<file path="config.mk">
export PLATFORM = sky130hd
export DESIGN_NAME = apb_slave_regfile
export DESIGN_NICKNAME = d
export VERILOG_FILES = /design/src/rtl/apb_pkg.sv /design/src/rtl/apb_wait_ctr.sv /design/src/rtl/apb_slave_regfile.sv
export SDC_FILE = /design/constraint.sdc
export NUM_CORES = 1
export LEC_CHECK = 0
export ABC_AREA = 0
export CAP_MARGIN = 20
export CORE_UTILIZATION = 40
export CTS_CLUSTER_SIZE = 28
export DETAILED_ROUTE_END_ITERATION = 16
export PLACE_DENSITY_LB_ADDON = 0.25
export SLEW_MARGIN = 20
export SYNTH_ARGS = -nofsm -noshare
export SYNTH_HDL_FRONTEND = slang
export SYNTH_SLANG_ARGS = --single-unit
</file>
<file path="constraint.sdc">
create_clock -name clk -period 3 [get_ports clk]
set_clock_uncertainty 0.2 [all_clocks]
set_input_delay 0.45 -clock clk [delete_from_list [all_inputs] [get_ports clk]]
set_output_delay 0.45 -clock clk [all_outputs]
set_load 0.1 [all_outputs]
</file>
<file path="src/rtl/apb_pkg.sv">
// Shared APB register-file definitions.
// FSM encoding, word shift, response codes, index width helper.
package apb_pkg;

  localparam logic [1:0] ST_IDLE = 2'd0;
  localparam logic [1:0] ST_WAIT = 2'd1;
  localparam logic [1:0] ST_RESP = 2'd2;

  localparam int APB_WORD_SHIFT = 2;

  localparam logic APB_OKAY   = 1'b0;
  localparam logic APB_SLVERR = 1'b1;

  function automatic int idx_width(input int n);
    return (n > 2) ? $clog2(n) : 1;
  endfunction

endpackage

</file>
<file path="src/rtl/apb_wait_ctr.sv">
// Wait-state down-counter: load, decrement, zero flag.
// Only instantiated when APB_REGFILE_WAIT_EN is defined.
module apb_wait_ctr (
  input  logic       clk,
  input  logic       rst_n,
  input  logic       load,
  input  logic [3:0] load_val,
  input  logic       dec,
  output logic [3:0] cnt,
  output logic       zero
);

  // Load has priority; decrement saturates at zero.
  always_ff @(posedge clk or negedge rst_n) begin
    if (!rst_n) begin
      cnt <= 4'd0;
    end else if (load) begin
      cnt <= load_val;
    end else if (dec && cnt != 4'd0) begin
      cnt <= cnt - 4'd1;
    end
  end

  assign zero = (cnt == 4'd0);

endmodule

</file>
<file path="src/rtl/apb_slave_regfile.sv">
// APB completer register bank with optional wait states.
// Macro APB_REGFILE_WAIT_EN enables WAIT_CYCLES wait states.
module apb_slave_regfile #(
  parameter int ADDR_WIDTH  = 16,
  parameter int DATA_WIDTH  = 32,
  parameter int NUM_REGS    = 16,
  parameter int WAIT_CYCLES = 2
) (
  input  logic                         clk,
  input  logic                         rst_n,
  input  logic [ADDR_WIDTH-1:0]        PADDR,
  input  logic                         PSEL,
  input  logic                         PENABLE,
  input  logic                         PWRITE,
  input  logic [DATA_WIDTH-1:0]        PWDATA,
  output logic [DATA_WIDTH-1:0]        PRDATA,
  output logic                         PREADY,
  output logic                         PSLVERR,
  output logic [NUM_REGS*DATA_WIDTH-1:0] reg_q,
  output logic [NUM_REGS-1:0]          wr_strobe
);
  import apb_pkg::*;

  localparam int IDX_W = idx_width(NUM_REGS);

  logic [1:0]            state;
  logic [DATA_WIDTH-1:0] regs [NUM_REGS];

  logic                  setup;
  logic                  access;
  logic                  dec_err;
  logic [IDX_W-1:0]      dec_idx;

  logic                  wr_q;
  logic                  err_q;
  logic [IDX_W-1:0]      idx_q;
  logic [DATA_WIDTH-1:0] wdata_q;

  logic                  commit;
  logic                  rsp_err;
  logic [DATA_WIDTH-1:0] rsp_data;

  assign setup  = PSEL & ~PENABLE;
  assign access = PSEL & PENABLE;

  assign dec_idx = PADDR[APB_WORD_SHIFT +: IDX_W];
  assign dec_err = (PADDR[APB_WORD_SHIFT-1:0] != '0)
                 | ((PADDR >> APB_WORD_SHIFT)
                    >= ADDR_WIDTH'(NUM_REGS));

  assign commit = (state == ST_RESP) & access
                & wr_q & ~err_q;

`ifdef APB_REGFILE_WAIT_EN
  localparam logic [3:0] N = 4'(WAIT_CYCLES);

  logic [3:0] cnt;
  logic       cnt_zero;
  logic       wait_done;

  apb_wait_ctr u_wait_ctr (
    .clk      (clk),
    .rst_n    (rst_n),
    .load     ((state == ST_IDLE) & setup),
    .load_val (N),
    .dec      (state == ST_WAIT),
    .cnt      (cnt),
    .zero     (cnt_zero)
  );

  assign wait_done = (cnt == 4'd1) | cnt_zero;
`endif

  // Response source: live decode from IDLE, latched otherwise.
  always_comb begin
    rsp_err  = err_q;
    rsp_data = '0;
    if (state == ST_IDLE) begin
      rsp_err = dec_err;
      if (!PWRITE && !dec_err) rsp_data = regs[dec_idx];
    end else if (!wr_q && !err_q) begin
      rsp_data = regs[idx_q];
    end
  end

  // Transfer FSM, request latches and registered APB outputs.
  always_ff @(posedge clk or negedge rst_n) begin
    if (!rst_n) begin
      state   <= ST_IDLE;
      PREADY  <= 1'b0;
      PSLVERR <= APB_OKAY;
      PRDATA  <= '0;
      wr_q    <= 1'b0;
      err_q   <= 1'b0;
      idx_q   <= '0;
      wdata_q <= '0;
    end else begin
      case (state)
        ST_IDLE: begin
          if (setup) begin
            wr_q    <= PWRITE;
            err_q   <= dec_err;
            idx_q   <= dec_idx;
            wdata_q <= PWDATA;
`ifdef APB_REGFILE_WAIT_EN
            if (N == 4'd0) begin
              state   <= ST_RESP;
              PREADY  <= 1'b1;
              PSLVERR <= rsp_err ? APB_SLVERR : APB_OKAY;
              PRDATA  <= rsp_data;
            end else begin
              state <= ST_WAIT;
            end
`else
            state   <= ST_RESP;
            PREADY  <= 1'b1;
            PSLVERR <= rsp_err ? APB_SLVERR : APB_OKAY;
            PRDATA  <= rsp_data;
`endif
          end
        end
`ifdef APB_REGFILE_WAIT_EN
        ST_WAIT: begin
          if (!PSEL) begin
            state <= ST_IDLE;
          end else if (wait_done) begin
            state   <= ST_RESP;
            PREADY  <= 1'b1;
            PSLVERR <= rsp_err ? APB_SLVERR : APB_OKAY;
            PRDATA  <= rsp_data;
          end
        end
`endif
        ST_RESP: begin
          if (!PSEL || PENABLE) begin
            state   <= ST_IDLE;
            PREADY  <= 1'b0;
            PSLVERR <= APB_OKAY;
            PRDATA  <= '0;
          end
        end
        default: begin
          state <= ST_IDLE;
        end
      endcase
    end
  end

  // Register array writes and one-cycle write strobes.
  always_ff @(posedge clk or negedge rst_n) begin
    if (!rst_n) begin
      for (int i = 0; i < NUM_REGS; i++) regs[i] <= '0;
      wr_strobe <= '0;
    end else begin
      wr_strobe <= '0;
      if (commit) begin
        regs[idx_q]      <= wdata_q;
        wr_strobe[idx_q] <= 1'b1;
      end
    end
  end

  for (genvar g = 0; g < NUM_REGS; g++) begin : g_flat
    assign reg_q[g*DATA_WIDTH +: DATA_WIDTH] = regs[g];
  end

endmodule

</file>
==> impl_metrics.env <==
export IMPL_dp_slack_ps=39.3
export IMPL_drtAntennaViolNets=0
export IMPL_cp_data_required_time_ps=3300
export IMPL_seq_area_um2=15000
export IMPL_cts_resized=0
export IMPL_num_antenna_cells=0
export IMPL_wl_per_cell_um=27.0
export IMPL_slowest_stage="or4_2"
export IMPL_rsz0062_at_grt="no"
export IMPL_io_pins=615
export IMPL_slew_viol_final=0
export IMPL_tightest_slew_ps=774
export IMPL_dpl_hpwl_mm=68.4
export IMPL_internal_power_uw=14600
export IMPL_p_switching_uw=8300
export IMPL_drt_iter0_drc=1169
export IMPL_clock_latency_ps=600
export IMPL_p_leak_uw=0.0185
export IMPL_ys_ff_latch=600
export IMPL_drive_gt1_share_pct=51.1
export IMPL_fin_crit_sh_pct=78.7
export IMPL_setup_ws_ps=638
export IMPL_synth_area_leaders="dfrtp_1, mux2_2, mux2i_1"
export IMPL_port_buffers=614
export IMPL_syn_inst=1939
export IMPL_p_per_area_nw_per_um2=652
export IMPL_final_common_cell="buf_4"
export IMPL_grt_usage_pct=27.5
export IMPL_cap_violations=0
export IMPL_cts_tree="yes"
export IMPL_max_freq_mhz=423
export IMPL_netlist_cell_type_count=33
export IMPL_die_h_um=260
export IMPL_floorplan_die_area_um2=67400
export IMPL_worstSetupEndpointType="flip-flop"
export IMPL_slew_headroom_pct=48.4
export IMPL_seqPwrFrac_pct=45.0
export IMPL_arrival_ps=2660
export IMPL_cts_root_buffer="clkbuf_16"
export IMPL_syn_mean_instance_area_um2=13.7
export IMPL_crit_family="simple AND/OR/NAND/NOR gates"
export IMPL_drc_errors=0
export IMPL_layout_min_cycle_time_ps=2360
export IMPL_syn_area_um2=26600
export IMPL_antenna_found_initial=0
export IMPL_drtPass1Iterations=5
export IMPL_wl_mm=93.9
export IMPL_grt_max_degree=77
export IMPL_synth_warnings=0
export IMPL_cp_start_kind="primary input"
export IMPL_hold_slack_ps=185
export IMPL_grt_ovfl_total=0
export IMPL_fin_setup_tns_ps=0
export IMPL_place_congestion=0.914
export IMPL_cts_clk_slew_worst_paths_ps=60
export IMPL_rows=94
export IMPL_power_frac_comb_pct=19.3
export IMPL_cts_sinks=600
export IMPL_power_uw=22900
export IMPL_outcome="finished clean"
export IMPL_area_growth_pct=32.5
export IMPL_hold_viol_final=0
export IMPL_multi_input_area_um2=10900
export IMPL_nets=2615
export IMPL_grt_pass1_wl_mm=136
export IMPL_syn_num_nets=1993
export IMPL_clk_path_buf_depth=3
export IMPL_viasPerCell=5.48
export IMPL_ir_worst_vdd_mv=0.458
export IMPL_nFillCells=5632
export IMPL_setup_worst_path_class="primary input to flip-flop"
export IMPL_vias=19000
export IMPL_post_synth_top_area_cell="dfrtp_1"
export IMPL_hold_path_class="primary input to asynchronous set/reset pin"
export IMPL_core_area_um2=65700
export IMPL_sw_frac_of_total_pct=36.2
export IMPL_htree_levels=3
export IMPL_crit_buf_inv=2
export IMPL_max_stage_delay_ps=690
export IMPL_numCtsBuffers=69
export IMPL_most_common_layout_cells="buf_4, dfrtp_1, mux2_2, mux2i_1, clkbuf_16"
export IMPL_grt_pass1_vias=19600
export IMPL_synth_top_cell_area_share_pct=56.5
export IMPL_die_w_um=260
export IMPL_cp_cell_sequence="clkdlybuf4s50_1 > nor2b_1 > ha_2 > or4_2 > buf_4 > o31ai_1"
export IMPL_crit_fanout=10
export IMPL_start_util_pct=40.4
export IMPL_clkPwrFrac_pct=35.8
export IMPL_setup_viol=0
export IMPL_synth_seq_area_share_pct=56.5
power by group through the flow:
stage	Clock [µW]	Combinational (µW)	Sequential, µW
floorplan	0	1530	11400
global placement	0	4390	10400
detailed placement	0	4430	10400
CTS	8360	4440	10300
global route	8700	4570	10400
finish	8210	4420	10300
final cells by class:
class / instances / share of cell area [%]
clock buffers: 99 / 5.69
inverters: 14 / 0.149
repair buffers: 708 / 16.8
clock inverters: 21 / 0.544
multi-input cells: 1168 / 31.0
flip-flops and latches: 600 / 42.7
well taps: 864 / 3.07
per-stage QoR:
| step | util (%) | instances | instance area (µm²) |
|---|---|---|---|
| 6_report | 53.5 | 3474 | 35200 |
| 5_1_grt | 53.5 | 3474 | 35200 |
| 4_1_cts | 53.5 | 3474 | 35200 |
| 3_5_place_dp | 50.2 | 3353 | 33000 |
| 3_3_place_gp | 50.2 | 3353 | 33000 |
| 2_1_floorplan | - | 1939 | 26600 |
final timing paths:
check	to	slack [ps]	cells past startpoint	startpoint
min in group clk	wdata_q[28]	260	2	PWDATA[28]
max reg2reg	PRDATA[29]	640	5	PREADY
max	PRDATA[29]	640	6	PSEL
min	wr_strobe[10]	190	2	rst_n
min reg2reg	PRDATA[9]	280	2	PRDATA[9]
max in group asynchronous	PRDATA[2]	1460	3	rst_n
cells by family (layout without fill, tap and decap cells):
family | count (synthesis) | in the layout | synth area share [%]
buffers and inverters | 171 | 842 | 2.72
adder cells (fa/ha/maj) | 1 | 1 | 0.0471
XOR/XNOR | 1 | 1 | 0.0330
flip-flops | 600 | 600 | 56.5
multiplexers | 804 | 804 | 33.4
AO/OA/AOI/OAI | 160 | 160 | 3.64
AND/OR/NAND/NOR | 202 | 202 | 3.62
flip-flops by register name, indices dropped and copies added, names as in the netlist:
register	cells
wdata_q	32
PSLVERR	1
reg_q	512
PRDATA	32
wr_strobe	16
wr_q	1
err_q	1
idx_q	4
PREADY	1
what timing repair did:
action | CTS | global route
endpoints found under the setup margin | 0 | 0
buffers inserted | 0 | 0
hold buffers | 1 | 0
hold endpoints to repair | 44 | 0
cells in the mapped netlist:
master	n
mux2_1	6
nand3_1	5
nand4_4	1
buf_6	3
nor3_1	64
mux4_2	2
o22ai_1	64
nor4b_4	1
clkbuf_1	86
or4_1	1
a22o_1	1
nand4bb_4	1
or2_2	1
o21ai_0	62
a211oi_1	1
o31ai_1	32
nor4b_2	1
dfrtp_1	600
nor4_1	3
nand2b_1	4
nor2_1	71
inv_1	14
nor2b_1	4
buf_1	22
mux2i_1	252
mux2_2	514
ha_1	1
nand2_1	43
nor4_2	1
mux2_4	30
buf_2	46
or3_1	1
xnor2_1	1
per-layer routing:
metal	part of all wire (%)	up-vias	wire (µm)	global-route usage, %
li1	-	8266	-	-
met1	41	10000	38000	34.8
met2	49	626	46000	45.5
met3	7.0	147	6570	7.49
met4	3.5	0	3240	9.28
met5	0	-	0	0
Power figures use the tool's default switching activity.
